===== src/rtl/wb_regfile_writeback_pkg.sv =====
// -----------------------------------------------------------------------------
// wb_regfile_writeback_pkg
// Shared definitions for the write-back / register-file slice:
//   - default datapath and register-index widths
//   - write-data select encodings carried on WB_MemToReg
//   - the index of the hardwired-zero register
// No ports (package).
// -----------------------------------------------------------------------------
package wb_regfile_writeback_pkg;

    localparam int DEF_DATA_W = 32;
    localparam int DEF_ADDR_W = 5;
    localparam int REG_ZERO   = 0;

    // Encoding 2'b11 is reserved and falls back to the ALU result.
    typedef enum logic [1:0] {
        MTR_ALU  = 2'b00,
        MTR_MEM  = 2'b01,
        MTR_LINK = 2'b10,
        MTR_RSVD = 2'b11
    } mtr_e;

endpackage


===== src/rtl/wb_data_select.sv =====
// -----------------------------------------------------------------------------
// wb_data_select
// Combinational write-back data mux with halfword sign-extension.
// Ports:
//   WB_MemToReg    in   2       write-data select
//   WB_halfbyte    in   1       halfword-load qualifier (only honoured for MEM)
//   WB_PCAddResult in   DATA_W  link value (PC+4)
//   WB_Read        in   DATA_W  memory load data
//   WB_ALUResult   in   DATA_W  ALU result
//   WB_WriteData   out  DATA_W  selected write-back data
// -----------------------------------------------------------------------------
module wb_data_select
    import wb_regfile_writeback_pkg::*;
#(
    parameter int DATA_W = DEF_DATA_W
) (
    input  logic [1:0]        WB_MemToReg,
    input  logic              WB_halfbyte,
    input  logic [DATA_W-1:0] WB_PCAddResult,
    input  logic [DATA_W-1:0] WB_Read,
    input  logic [DATA_W-1:0] WB_ALUResult,
    output logic [DATA_W-1:0] WB_WriteData
);

    function automatic logic signed [DATA_W-1:0] sext_half(input logic [15:0] half);
        logic signed [DATA_W-1:0] ext;
        ext = {{(DATA_W-16){half[15]}}, half};
        return ext;
    endfunction

    always_comb begin
        WB_WriteData = WB_ALUResult;
        case (WB_MemToReg)
            MTR_MEM:  WB_WriteData = WB_halfbyte ? sext_half(WB_Read[15:0]) : WB_Read;
            MTR_LINK: WB_WriteData = WB_PCAddResult;
            default:  WB_WriteData = WB_ALUResult;
        endcase
    end

endmodule


===== src/rtl/wb_regfile_writeback.sv =====
// -----------------------------------------------------------------------------
// wb_regfile_writeback
// Write-back end of MEM/WB: selects the write-back data, commits it into a
// register file with a hardwired-zero entry, and serves two combinational
// ID-stage read ports with optional same-cycle write-through.
// Ports:
//   Clk, Reset                      clock, asynchronous active-high reset
//   WB_RegWrite, WB_MemToReg,
//   WB_halfbyte, WB_jr              control from MEM/WB
//   WB_PCAddResult, WB_Read,
//   WB_ALUResult                    candidate write-back data
//   WB_RegDst                       destination index
//   ID_ReadReg1/2, ID_ReadData1/2   read ports
//   WB_WriteData                    selected write-back data
//   WB_WriteEn                      qualified write strobe
// -----------------------------------------------------------------------------
module wb_regfile_writeback
    import wb_regfile_writeback_pkg::*;
#(
    parameter int DATA_W    = DEF_DATA_W,
    parameter int ADDR_W    = DEF_ADDR_W,
    parameter int NUM_REGS  = 2**ADDR_W,
    parameter bit BYPASS_EN = 1'b1
) (
    input  logic              Clk,
    input  logic              Reset,
    input  logic              WB_RegWrite,
    input  logic [1:0]        WB_MemToReg,
    input  logic              WB_halfbyte,
    input  logic              WB_jr,
    input  logic [DATA_W-1:0] WB_PCAddResult,
    input  logic [DATA_W-1:0] WB_Read,
    input  logic [DATA_W-1:0] WB_ALUResult,
    input  logic [ADDR_W-1:0] WB_RegDst,
    input  logic [ADDR_W-1:0] ID_ReadReg1,
    input  logic [ADDR_W-1:0] ID_ReadReg2,
    output logic [DATA_W-1:0] ID_ReadData1,
    output logic [DATA_W-1:0] ID_ReadData2,
    output logic [DATA_W-1:0] WB_WriteData,
    output logic              WB_WriteEn
);

    localparam logic [ADDR_W-1:0] ZERO_IDX = ADDR_W'(REG_ZERO);

    logic [DATA_W-1:0] regs [NUM_REGS];

    wb_data_select #(
        .DATA_W(DATA_W)
    ) u_data_select (
        .WB_MemToReg   (WB_MemToReg),
        .WB_halfbyte   (WB_halfbyte),
        .WB_PCAddResult(WB_PCAddResult),
        .WB_Read       (WB_Read),
        .WB_ALUResult  (WB_ALUResult),
        .WB_WriteData  (WB_WriteData)
    );

    // Masking with ~Reset keeps bypass quiet and makes a write on an edge
    // coincident with Reset a no-op.
    assign WB_WriteEn = WB_RegWrite & ~WB_jr & (WB_RegDst != ZERO_IDX) & ~Reset;

    always_ff @(posedge Clk or posedge Reset) begin
        if (Reset) begin
            for (int i = 0; i < NUM_REGS; i++) begin
                regs[i] <= '0;
            end
        end else if (WB_WriteEn) begin
            regs[WB_RegDst] <= WB_WriteData;
        end
    end

    // Index 0 is forced to zero after the bypass so a bypassed read of r0
    // still returns zero.
    always_comb begin
        ID_ReadData1 = regs[ID_ReadReg1];
        if (BYPASS_EN && WB_WriteEn && (ID_ReadReg1 == WB_RegDst)) begin
            ID_ReadData1 = WB_WriteData;
        end
        if (ID_ReadReg1 == ZERO_IDX) begin
            ID_ReadData1 = '0;
        end
    end

    always_comb begin
        ID_ReadData2 = regs[ID_ReadReg2];
        if (BYPASS_EN && WB_WriteEn && (ID_ReadReg2 == WB_RegDst)) begin
            ID_ReadData2 = WB_WriteData;
        end
        if (ID_ReadReg2 == ZERO_IDX) begin
            ID_ReadData2 = '0;
        end
    end

endmodule


===== config.mk =====
export PLATFORM = sky130hd
export DESIGN_NAME = wb_regfile_writeback
export DESIGN_NICKNAME = d
export VERILOG_FILES = /design/src/rtl/wb_regfile_writeback_pkg.sv /design/src/rtl/wb_data_select.sv /design/src/rtl/wb_regfile_writeback.sv
export SDC_FILE = /design/constraint.sdc
export NUM_CORES = 2
export LEC_CHECK = 0
export BUFFER_PORTS_ARGS = -buffer_cell sky130_fd_sc_hd__buf_2
export CAP_MARGIN = 0
export CORE_MARGIN = 2
export CORE_UTILIZATION = 25
export CTS_CLUSTER_SIZE = 14
export DETAILED_ROUTE_END_ITERATION = 7
export GPL_ROUTABILITY_DRIVEN = 1
export REMOVE_ABC_BUFFERS = 1
export SYNTH_ARGS = -nofsm -noshare
export SYNTH_HDL_FRONTEND = slang
export SYNTH_HIERARCHICAL = 1
export SYNTH_SLANG_ARGS = --single-unit

===== constraint.sdc =====
create_clock -name Clk -period 42.3 [get_ports Clk]
set_input_delay 4.23 -clock Clk [delete_from_list [all_inputs] [get_ports Clk]]
set_output_delay 4.23 -clock Clk [all_outputs]
set_load 0.005 [all_outputs]

==> metrics.md <==
| Metric | Value |
|---|---|
| Synth top area share | 45.3% |
| Initial Utilization | 25.2% |
| Max stage delay cell, worst path | buf_4 |
| Setup-failing EPs final | 0 |
| H-tree levels | 3 |
| Pwr Total | about 2400 uW |
| CTS tree | done |
| Power share of the sequential group | ~45% |
| Antenna violations before repair | 16 |
| Placed Area | 60200 um2 |
| Synth area leader | dfrtp_1 |
| CTS Hold Bufs | 0 |
| Startpoint Class | primary input |
| Synth cell types | 63 |
| CTS resizes | 0 |
| Root Buffer | clkbuf_16 |
| CORE AREA | 225000 um2 |
| Setup TNS | 0 ps |
| Worst min-delay path category | reg -> reg |
| 1st-pass router iterations | 6 |
| Post-route ant nets | 0 |
| NetSw | 671 uW |
| Avg Cell Area, Syn | 13.9 um2 |
| Die area | between 200000 and 250000 um2 |
| Clock Skews | 0 ps |
| Final wirelength | roughly 200 mm |
| Slew Viols, Final | 0 |
| Layout cells sized above 1 | between 40 and 50% |
| Top Registers | regs (1024) |
| VDD IR max | ~30 uV |
| Via density | 5.40 |
| Yosys warns | 6 |
| Ports | approximately 220 |
| Floorplan row count | ~170 |
| P_leak | slightly below 0.03 uW |
| CTS buffer count | about 110 |
| Crit-path cells | buf_8 -> buf_4 -> buf_4 -> mux2_2 -> o22ai_1 -> nor4_1 -> nor3_1 -> a211oi_1 -> buf_2 |
| Final #Nets | roughly 4200 |
| Largest register FFs | about 1000 |
| Pint | 1780 uW |
| Post-synth ARST share | 100% |
| Fin area | between 60000 and 70000 um2 |
| Final worst-path cycle share | between 20% and 30% |
| Combinational fraction of design power | 14.9% |
| Sw Ratio | a little over a quarter |
| Detailed Place HPWL | 119 mm |
| Port bufs | 214 |
| Initial DRC count | about 4100 |
| Cells after synthesis | a little over 4000 |
| Worst EP arrival | a little over 8000 ps |
| CP peak stage delay | 830 ps |
| CP max FO | 49 |
| Clk pin slew, worst setup/hold paths | roughly 60 ps |
| Critical Path End Type | output pin |
| Fin. Hold Viols | 0 |
| WS Path Type | in -> out |
| Synthesis-to-layout area growth | 12.9% |
| Main synth FF type | dfrtp_1 |
| Critical path required time | roughly 38000 ps |
| Fmax | 80.2 MHz |
| Seq/Total Area, Yosys | around 45% |
| Gr usage total | between 15 and 20% |
| Status | completed |
| Fillers | approximately 23000 |
| Largest net degree at the start of global routing | between 150 and 200 |
| Die Span Y | ~480 um |
| DR WL/cell | between 20 and 30 um |
| #FFs+latches synth | 1024 |
| Post-CTS Setup Inserts | 0 |
| Crit-path leading delay family | buffers and inverters |
| Vias in the first global route | a little under 40000 |
| Slew @ Worst Pin | ~1200 ps |
| Max-cap violations | 0 |
| Clk Latency, worst-skew pair | 740 ps |
| Top reg by flops | regs |
| Final core occ | 28.4% |
| Synth Cell Area | 56600 um2 |
| Total congestion overflow | 0 |
| Clk network pwr share | a little over 40% |
| Synth top area cells | dfrtp_1 45%, mux2_2 21%, mux4_2 14% |
| Cell with the most instances on the worst path | buf_4 |
| Die width | between 400 and 500 um |
| Placer Congestion | about 0.81 |
| Vias | between 30000 and 40000 |
| Sinks on Clock Net | between 1000 and 1500 |
| Post-synth EDFFs | 0 |
| Tmin final | between 10000 and 15000 ps |
| DRC Markers | 0 |
| Slew HR | between 15 and 20% |
| Worst path bufs/invs | 4 |
| Unrepaired setup endpoints after global routing | false |
| First-pass GRT wire length | approximately 290 mm |
| Cell area power density | about 38 nW/um2 |
| Fin Hold WS | roughly 400 ps |
| Clock Path Buffers | 3 |
[power by group through the flow]
stage | clock network [uW] | logic (uW) | registers [uW]
finish | 987 | 365 | 1100
global route | 1040 | 392 | 1100
CTS | 1000 | 369 | 1090
detailed placement | 0 | 368 | 1110
global placement | 0 | 363 | 1110
floorplan | 0 | 216 | 1100
[Yosys cell counts (4+ instances only)]
master / instances
mux2_1: 23
nor4_1: 23
o211ai_2: 10
nor3b_1: 7
nand3_1: 5
nor2_1: 87
or2_2: 4
o21ai_0: 85
nand3b_1: 20
buf_4: 45
a211oi_1: 16
o221ai_1: 16
a21oi_1: 56
a21o_1: 18
xor2_1: 10
a221oi_1: 106
nor3_1: 31
o211ai_1: 28
o21a_1: 23
clkbuf_1: 215
buf_2: 156
mux4_2: 349
dfrtp_1: 1024
o22ai_1: 97
inv_1: 6
a31oi_1: 18
nor2_4: 7
a221o_1: 14
a22oi_1: 17
buf_1: 9
o22a_1: 4
mux2_2: 1050
o31a_1: 9
buf_6: 43
mux2i_1: 308
nand2_1: 73
nand2b_1: 6
[stage by stage]
step	instances	setup slack (ps)
finish	7133	29830
global route	7125	29590
CTS	7124	29690
detailed placement	6928	29680
global placement	6928	29600
floorplan	3588	9250
[layout by cell type, fill, tap and decap left out, drive strengths merged, types with 3 or more instances in the layout]
cell    count
a211oi     16
inv        10
nand2b      7
nor3       31
or2         4
a221oi    109
xor2       10
and3b       3
o31a        9
o211ai     38
clkinv     26
o21a       23
o22a        4
a31oi      18
o22ai      97
a22oi      17
or3b        4
o21ai      87
nor2       94
dfrtp    1024
nand3       5
a21oi      56
a21o       18
o221ai     16
buf       348
nor4       25
and2        3
a221o      14
mux4      349
or3         3
mux2i     308
nand2      74
diode       9
nor2b       3
nor3b       8
clkbuf    158
nand3b     20
mux2     1073
and3        3
bufinv      8
[cells by family after synthesis]
| group | synth area share [%] |
|---|---|
| multiplexers | 40.7 |
| AND/OR/NAND/NOR | 2.62 |
| XOR/XNOR | 0.155 |
| AO/OA/AOI/OAI | 6.63 |
| buffers and inverters | 4.56 |
| flip-flops | 45.3 |
| adder cells (fa/ha/maj) | 0.0442 |
[per-layer routing]
| layer | up-vias | wire length [um] | track usage [%] |
|---|---|---|---|
| li1 | 15600 | - | - |
| met5 | - | 41 | 0 |
| met1 | 20600 | 83900 | 23.1 |
| met4 | 6 | 8550 | 6.98 |
| met2 | 1837 | 94700 | 27.3 |
| met3 | 459 | 17700 | 3.92 |
[layout make-up]
class	count	area, um2	area share [%]
multi-input combinational	2557	28600	44.8
sequential	1024	25600	40.1
tap	2992	3740	5.86
clock buffer	158	3190	5.00
timing repair buffer	348	2170	3.40
clock inverter	38	423	0.662
inverter	7	33.8	0.0529
antenna	9	22.5	0.0353
[final timing paths]
path	from	to	slack, ps	depth (start not counted)
max	ID_ReadReg2[0]	ID_ReadData2[5]	29830	9
min	regs[1000]	regs[1000]	400	0
max reg2reg	regs[738]	regs[738]	41490	1
min reg2reg	regs[1000]	regs[1000]	400	0
max in group asynchronous	Reset	regs[88]	36100	4
min in group asynchronous	Reset	regs[833]	3710	2
Note: power is estimated with default switching activity, not from simulation.
